==> src/rtl/fetch_queue.sv <==
// fetch_queue: decoupled in-order instruction fetch queue with redirect flush
// Ports: clk, rst (async active-low); redirect_valid/redirect_pc restart fetch at a new PC;
// imem_req_valid/ready/addr issue word fetches; imem_rsp_valid/data return them in order (no backpressure);
// out_valid/ready/pc/instr deliver fetched words to decode; occupancy counts allocated entries.
module fetch_queue #(
  parameter int XLEN = 32,
  parameter int DEPTH = 4,
  parameter logic [XLEN-1:0] RESET_PC = '0
) (
  input  logic                       clk,
  input  logic                       rst,
  input  logic                       redirect_valid,
  input  logic [XLEN-1:0]            redirect_pc,
  output logic                       imem_req_valid,
  input  logic                       imem_req_ready,
  output logic [XLEN-1:0]            imem_req_addr,
  input  logic                       imem_rsp_valid,
  input  logic [31:0]                imem_rsp_data,
  output logic                       out_valid,
  input  logic                       out_ready,
  output logic [XLEN-1:0]            out_pc,
  output logic [31:0]                out_instr,
  output logic [$clog2(DEPTH+1)-1:0] occupancy
);
  localparam int PW = $clog2(DEPTH);
  localparam int CW = $clog2(DEPTH+1);
  localparam logic [CW:0] DEPTH_C = (CW+1)'(DEPTH);
  logic [XLEN-1:0] r_fetch_pc;
  logic [XLEN-1:0] r_pc [DEPTH];
  logic [31:0]     r_instr [DEPTH];
  logic [DEPTH-1:0] r_filled;
  logic [PW-1:0]   r_alloc_ptr, r_fill_ptr, r_head_ptr;
  logic [CW-1:0]   r_alloc_cnt, r_drop_cnt;
  // allocated entries still awaiting data; pointers alone cannot tell all-pending from none-pending
  logic [CW-1:0]   r_pend_cnt;
  logic w_room, w_req, w_pop, w_fill, w_drop;
  // credit: every allocated or still-to-be-dropped fetch holds one slot
  assign w_room = {1'b0, r_alloc_cnt} + {1'b0, r_drop_cnt} < DEPTH_C;
  assign imem_req_valid = rst && !redirect_valid && w_room;
  assign imem_req_addr = r_fetch_pc;
  assign w_req = imem_req_valid && imem_req_ready;
  assign out_valid = r_filled[r_head_ptr] && r_alloc_cnt != '0;
  assign out_pc = r_pc[r_head_ptr];
  assign out_instr = r_instr[r_head_ptr];
  assign occupancy = r_alloc_cnt;
  assign w_pop = out_valid && out_ready;
  assign w_drop = imem_rsp_valid && r_drop_cnt != '0;
  // unsolicited responses (nothing pending, nothing to drop) are ignored
  assign w_fill = imem_rsp_valid && r_drop_cnt == '0 && r_pend_cnt != '0;
  always_ff @(posedge clk or negedge rst) begin
    if (!rst) begin
      r_fetch_pc <= RESET_PC;
      r_alloc_ptr <= '0;
      r_fill_ptr <= '0;
      r_head_ptr <= '0;
      r_alloc_cnt <= '0;
      r_drop_cnt <= '0;
      r_pend_cnt <= '0;
      r_filled <= '0;
      for (int i = 0; i < DEPTH; i++) begin
        r_pc[i] <= '0;
        r_instr[i] <= '0;
      end
    end else if (redirect_valid) begin
      r_fetch_pc <= redirect_pc & ~XLEN'(3);
      r_alloc_ptr <= '0;
      r_fill_ptr <= '0;
      r_head_ptr <= '0;
      r_alloc_cnt <= '0;
      r_pend_cnt <= '0;
      r_filled <= '0;
      // still-owed responses become drops; one arriving now is consumed here
      r_drop_cnt <= r_drop_cnt + r_pend_cnt - CW'(w_drop || w_fill);
    end else begin
      if (w_req) begin
        r_pc[r_alloc_ptr] <= r_fetch_pc;
        r_filled[r_alloc_ptr] <= 1'b0;
        r_alloc_ptr <= r_alloc_ptr + 1'b1;
        r_fetch_pc <= r_fetch_pc + XLEN'(4);
      end
      if (w_fill) begin
        r_instr[r_fill_ptr] <= imem_rsp_data;
        r_filled[r_fill_ptr] <= 1'b1;
        r_fill_ptr <= r_fill_ptr + 1'b1;
      end
      if (w_pop) r_head_ptr <= r_head_ptr + 1'b1;
      r_drop_cnt <= r_drop_cnt - CW'(w_drop);
      r_alloc_cnt <= r_alloc_cnt + CW'(w_req) - CW'(w_pop);
      r_pend_cnt <= r_pend_cnt + CW'(w_req) - CW'(w_fill);
    end
  end
endmodule

==> config.mk <==
export PLATFORM = sky130hd
export DESIGN_NAME = fetch_queue
export DESIGN_NICKNAME = d
export VERILOG_FILES = /design/src/rtl/fetch_queue.sv
export SDC_FILE = /design/constraint.sdc
export NUM_CORES = 1
export LEC_CHECK = 0
export CAP_MARGIN = 40
export CORE_MARGIN = 1
export CORE_UTILIZATION = 50
export CTS_CLUSTER_DIAMETER = 150
export DETAILED_ROUTE_END_ITERATION = 7
export PLACE_DENSITY = 0.72
export SYNTH_ARGS = -nofsm -noshare
export SYNTH_HDL_FRONTEND = slang
export SYNTH_SLANG_ARGS = --single-unit
==> constraint.sdc <==
create_clock -name clk -period 3.1 [get_ports clk]
set_input_delay 0.62 -clock clk [delete_from_list [all_inputs] [get_ports clk]]
set_output_delay 0.62 -clock clk [all_outputs]
set_load 0.05 [all_outputs]
# == Yosys cells after proc, flatten, opt, wreduce, memory -nomap -nowiden ==
# Index checks and enable logic that the tools add are counted.
# op_classes
n_addsub,12
multipliers,0
n_div,0
order_cmp,11
n_eq_ne,0
shifts,0
mux,33
bitwise_logic,7
reduce_logical,23
# op_table
operator,n
bitwise mux 128 bit,2
two-way mux 32 bit,8
binary-select mux 32 bit (select 2 bit),2
demux 32 bit (select 2 bit),2
adder 32 x 3 -> 32 bit (second input constant),1
two-way mux 4 bit,4
logical AND 1 bit,12
two-way mux 2 bit,6
subtractor 3 x 1 -> 3 bit,4
>= comparator 3 bit (second input constant),3
< comparator 2 x 3 -> 1 bit (second input constant),3
two-way mux 3 bit,3
NOT 2 -> 3 bit,3
nonzero test 3 bit,3
adder 2 x 1 -> 2 bit (second input constant),3
adder 3 x 1 -> 3 bit,2
< comparator 3 x 1 -> 1 bit (second input constant),2
nonzero test 2 bit,3
adder 3 x 3 -> 4 bit,1
AND 4 bit,1
demux 1 bit (select 2 bit),2
>= comparator 2 x 1 -> 1 bit (second input constant),2
< comparator 4 x 3 -> 1 bit (second input constant),1
NOT 4 bit,1
other kinds (9),12
# totals
register_bits,307
latchBits,0
ramBits,0
rom_bits,0
input_bits,70
out_inout_bits,101
wordCells,102
mem_count,0

# == Depth between registers and ports, before layout ==
# depth
ltp_word,11
mapped_depth,13
depth_no_buf,11

# == Least setup slack after synthesis ==
# Ideal clock, no wire load.
# synth_timing
kind,register to register
startpoint,reg r_alloc_cnt[2] (netlist: occupancy[2])
endpoint,reg r_alloc_cnt[2] (netlist: occupancy[2])
t_arrival_ns,2.927
required_ns,2.968
setup_slack_ns,0.041
stages_incl_launch_ff,14
path_buffers,2
period_less_slack_ns,3.059
path_cell_list,dfrtp_1 > ha_1 > nor4b_1 > and4_1 > buf_4 > inv_2 > clkbuf_1 > ha_1 > inv_1 > ha_1 > inv_1 > fa_1 > xnor2_1 > nor2_1
# synth_via
elab_chain_cells,7
# synth_lines
item,line,source
start: declaration,33,"logic [CW-1:0] r_alloc_cnt, r_drop_cnt;"
start signal: assignment,88,r_alloc_cnt <= r_alloc_cnt + CW'(w_req) - CW'(w_pop);
adder 3 x 3 -> 4 bit,38,"assign w_room = {1'b0, r_alloc_cnt} + {1'b0, r_drop_cnt} < DEPTH_C;"
< comparator 4 x 3 -> 1 bit,38,
logical AND 1 bit,39,assign imem_req_valid = rst && !redirect_valid && w_room;
logical AND 1 bit,41,assign w_req = imem_req_valid && imem_req_ready;
adder 3 x 1 -> 3 bit,88,
subtractor 3 x 1 -> 3 bit *,88,
two-way mux 3 bit *,64,end else if (redirect_valid) begin
# Every way passes the cells marked *; elsewhere a longest branch is shown, timed or not.
# A chain may end at the register's enable or synchronous reset.

# == Worst setup path in the final report ==
# layout_timing
startpoint,reg r_head_ptr[0]
endpoint,out out_instr[26]
# layout_via
elab_chain_cells,4
# layout_lines
item,line,source
start: declaration,32,"logic [PW-1:0] r_alloc_ptr, r_fill_ptr, r_head_ptr;"
start signal: assignment,86,if (w_pop) r_head_ptr <= r_head_ptr + 1'b1;
NOT 2 -> 3 bit (not written as such),44,assign out_instr = r_instr[r_head_ptr];
binary-select mux 32 bit (select 2 bit),44,
two-way mux 32 bit (not written as such) (2 in series),44,
end: declaration,22,"output logic [31:0] out_instr,"
# No other way between the ends. The select of a mux whose other input is x is not followed.

==> results.sh <==
export IMPL_status="complete, no violations"
export IMPL_firstDrtPassIters=4
export IMPL_worstPathArrival_ns=2.37
export IMPL_async_flop_share_pct=100
export IMPL_io_buffers=164
export IMPL_place_gp_congestion=0.779
export IMPL_final_fill_count=1962
export IMPL_p_per_area_nw_per_um2=729
export IMPL_syn_area_per_cell_um2=14.4
export IMPL_cap_violations=0
export IMPL_insertion_delay_ns=0.55
export IMPL_cts_setup_buffers=0
export IMPL_fin_crit_sh_pct=96.6
export IMPL_drive_above_1_share_pct=38.3
export IMPL_drt_total_wl_um=29400
export IMPL_cts_sinks=297
export IMPL_antenna_found_initial=0
export IMPL_core_area_um2=26400
export IMPL_synth_most_common_cell="dfrtp_1"
export IMPL_hpwl_um=19100
export IMPL_cts_buffers=31
export IMPL_tightest_slew_ns=0.785
export IMPL_synth_top_area_share_pct=54.7
export IMPL_syn_to_final_growth_pct=21.7
export IMPL_ys_ff_latch=297
export IMPL_ys_top_cells_by_count="dfrtp_1 (297), mux2_2 (238), mux4_2 (63), nand2_1 (57), buf_2 (35)"
export IMPL_hold_violations=0
export IMPL_synth_top_cell_by_area="dfrtp_1"
export IMPL_die_area_um2=27800
export IMPL_initialDrtViolationCount=387
export IMPL_cts_clk_slew_worst_paths_ns=0.06
export IMPL_hold_class="input pin to asynchronous set/reset pin"
export IMPL_pin_count=171
export IMPL_leakage_nw=7.84
export IMPL_min_period_ns=2.99
export IMPL_die_width_um=167
export IMPL_cts_tree="built"
export IMPL_seqCellArea_um2=7440
export IMPL_htree_levels=1
export IMPL_synth_edf_count=0
export IMPL_final_nets=1201
export IMPL_hold_buffers=0
export IMPL_multiInputGateArea_um2=5770
export IMPL_yosys_warnings=0
export IMPL_via_per_inst=5.81
export IMPL_cts_buffer_depth=3
export IMPL_start_kind="flip-flop"
export IMPL_rsz0062_at_grt="false"
export IMPL_diodes=0
export IMPL_path_class="flip-flop to output pin"
export IMPL_post_route_drc_count=0
export IMPL_first_global_vias=8991
export IMPL_fp_dieH_um=167
export IMPL_via_count=8496
export IMPL_required_ns=2.48
export IMPL_cts_resized=11
export IMPL_grt_ovfl_total=0
export IMPL_critPathMaxFanout=11
export IMPL_finClkSkew_ns=0.0149
export IMPL_setup_viol=0
export IMPL_grt_pass1_wl_um=48400
export IMPL_netlist_instances=940
export IMPL_syn_area_um2=13600
export IMPL_slew_headroom_pct=47.6
export IMPL_synth_main_ff_cell="dfrtp_1"
export IMPL_synth_cell_types=49
export IMPL_crit_path_end_kind="output pin"
export IMPL_irDropWorstVdd_mv=0.538
export IMPL_drv_slew=0
export IMPL_yosys_top_cells_area="dfrtp_1 (55%), mux2_2 (20%), mux4_2 (10%)"
export IMPL_wl_per_cell_um=20.1
export IMPL_grt_max_degree=125
export IMPL_postRouteAntennaNets=0
export IMPL_clock_fmax_mhz=334
export IMPL_ys_seq_area_share_pct=54.7
export IMPL_fp_row_count=59
export IMPL_grtUsageTotal_pct=21.9
export IMPL_fin_setup_tns_ns=0
export IMPL_start_util_pct=51.5
export IMPL_finalPower_mw=12.1
export IMPL_root_buffer="clkbuf_16"
==> worst max-delay path: stages, from the launching register on <==
cell and delay [ns]:
dfrtp_4 0.57, mux4_2 0.55, clkdlybuf4s50_1 0.71
==> placed cells by master (no fill, tap or decap), drive strengths merged, types with 6 or more instances in the layout <==
master / netlist / routed
a31oi: 6 / 6
and2: 7 / 7
buf: 45 / 82
clkbuf: 22 / 49
clkdlybuf4s50: 0 / 106
dfrtp: 297 / 297
dlygate4sd2: 0 / 11
ha: 20 / 20
inv: 21 / 21
mux2: 238 / 238
mux4: 63 / 63
nand2: 57 / 57
nand3: 18 / 18
nand4: 9 / 9
nor2: 21 / 21
o211ai: 9 / 9
o21ai: 29 / 29
o311ai: 12 / 12
xnor2: 7 / 7
xor2: 6 / 6
==> per-layer routing <==
layer  GRT usage [%]  wire length [um]  part of all wire [%]
met1            29.4             12900                    44
met2            36.4             14400                    49
met3            4.35              1470                   5.0
met4            6.40               707                   2.4
met5               0                 0                     0
==> power by group <==
group / internal (mW) / switching (mW)
Sequential: 4.46 / 0.383
Clock: 2.16 / 1.43
Combinational: 1.44 / 2.18
Total: 8.06 / 3.99
==> layout make-up <==
class / instances / area share, %
inverter: 21 / 0.477
multi-input combinational: 558 / 34.9
clock inverter: 4 / 0.424
sequential: 297 / 45.0
timing repair buffer: 199 / 11.2
clock buffer: 49 / 5.52
tap: 335 / 2.53
==> stage by stage <==
stage | utilization, % | hold slack, ns | instance area, um^2 | std cells | worst slack (ns)
final | 62.7 | 0.169 | 16500 | 1463 | 0.107
after global routing | 62.7 | 0.210 | 16500 | 1463 | 0.00623
after CTS | 62.7 | 0.185 | 16500 | 1463 | 0.0594
after detailed placement | 59.1 | 0.469 | 15600 | 1410 | 0.286
after global placement | 58.9 | 0.457 | 15500 | 1408 | 0.345
after floorplan | - | 0.324 | 13600 | 943 | 0.0414
==> final timing paths <==
check / to / cells past startpoint / startpoint / slack, ns
max reg2reg: occupancy[2]$_DFF_PN0_ / 11 / occupancy[2]$_DFF_PN0_ / 0.49
max in group asynchronous: r_instr[55]$_DFFE_PN0P_ / 3 / rst / 1.71
min reg2reg: r_pc[126]$_DFFE_PN0P_ / 2 / r_pc[126]$_DFFE_PN0P_ / 0.48
min: r_pc[53]$_DFFE_PN0P_ / 2 / rst / 0.17
min in group clk: r_pc[126]$_DFFE_PN0P_ / 2 / r_pc[126]$_DFFE_PN0P_ / 0.48
max: out_instr[26] / 2 / r_head_ptr[0]$_DFFE_PN0P_ / 0.11
==> cells by family after synthesis <==
logic type,share of synthesized area [%]
multiplexers,30.4
adder cells (fa/ha/maj),2.28
other,0.0276
AO/OA/AOI/OAI,4.10
AND/OR/NAND/NOR,4.69
buffers and inverters,2.94
XOR/XNOR,0.838
flip-flops,54.7
==> registers in the layout, summed over array words and instances, names as in the netlist <==
name,flops
r_drop_cnt,3
occupancy,3
r_instr,128
imem_req_addr,30
r_filled,4
r_head_ptr,2
r_pend_cnt,3
r_pc,120
r_alloc_ptr,2
r_fill_ptr,2
Power figures use the tool's default switching activity.
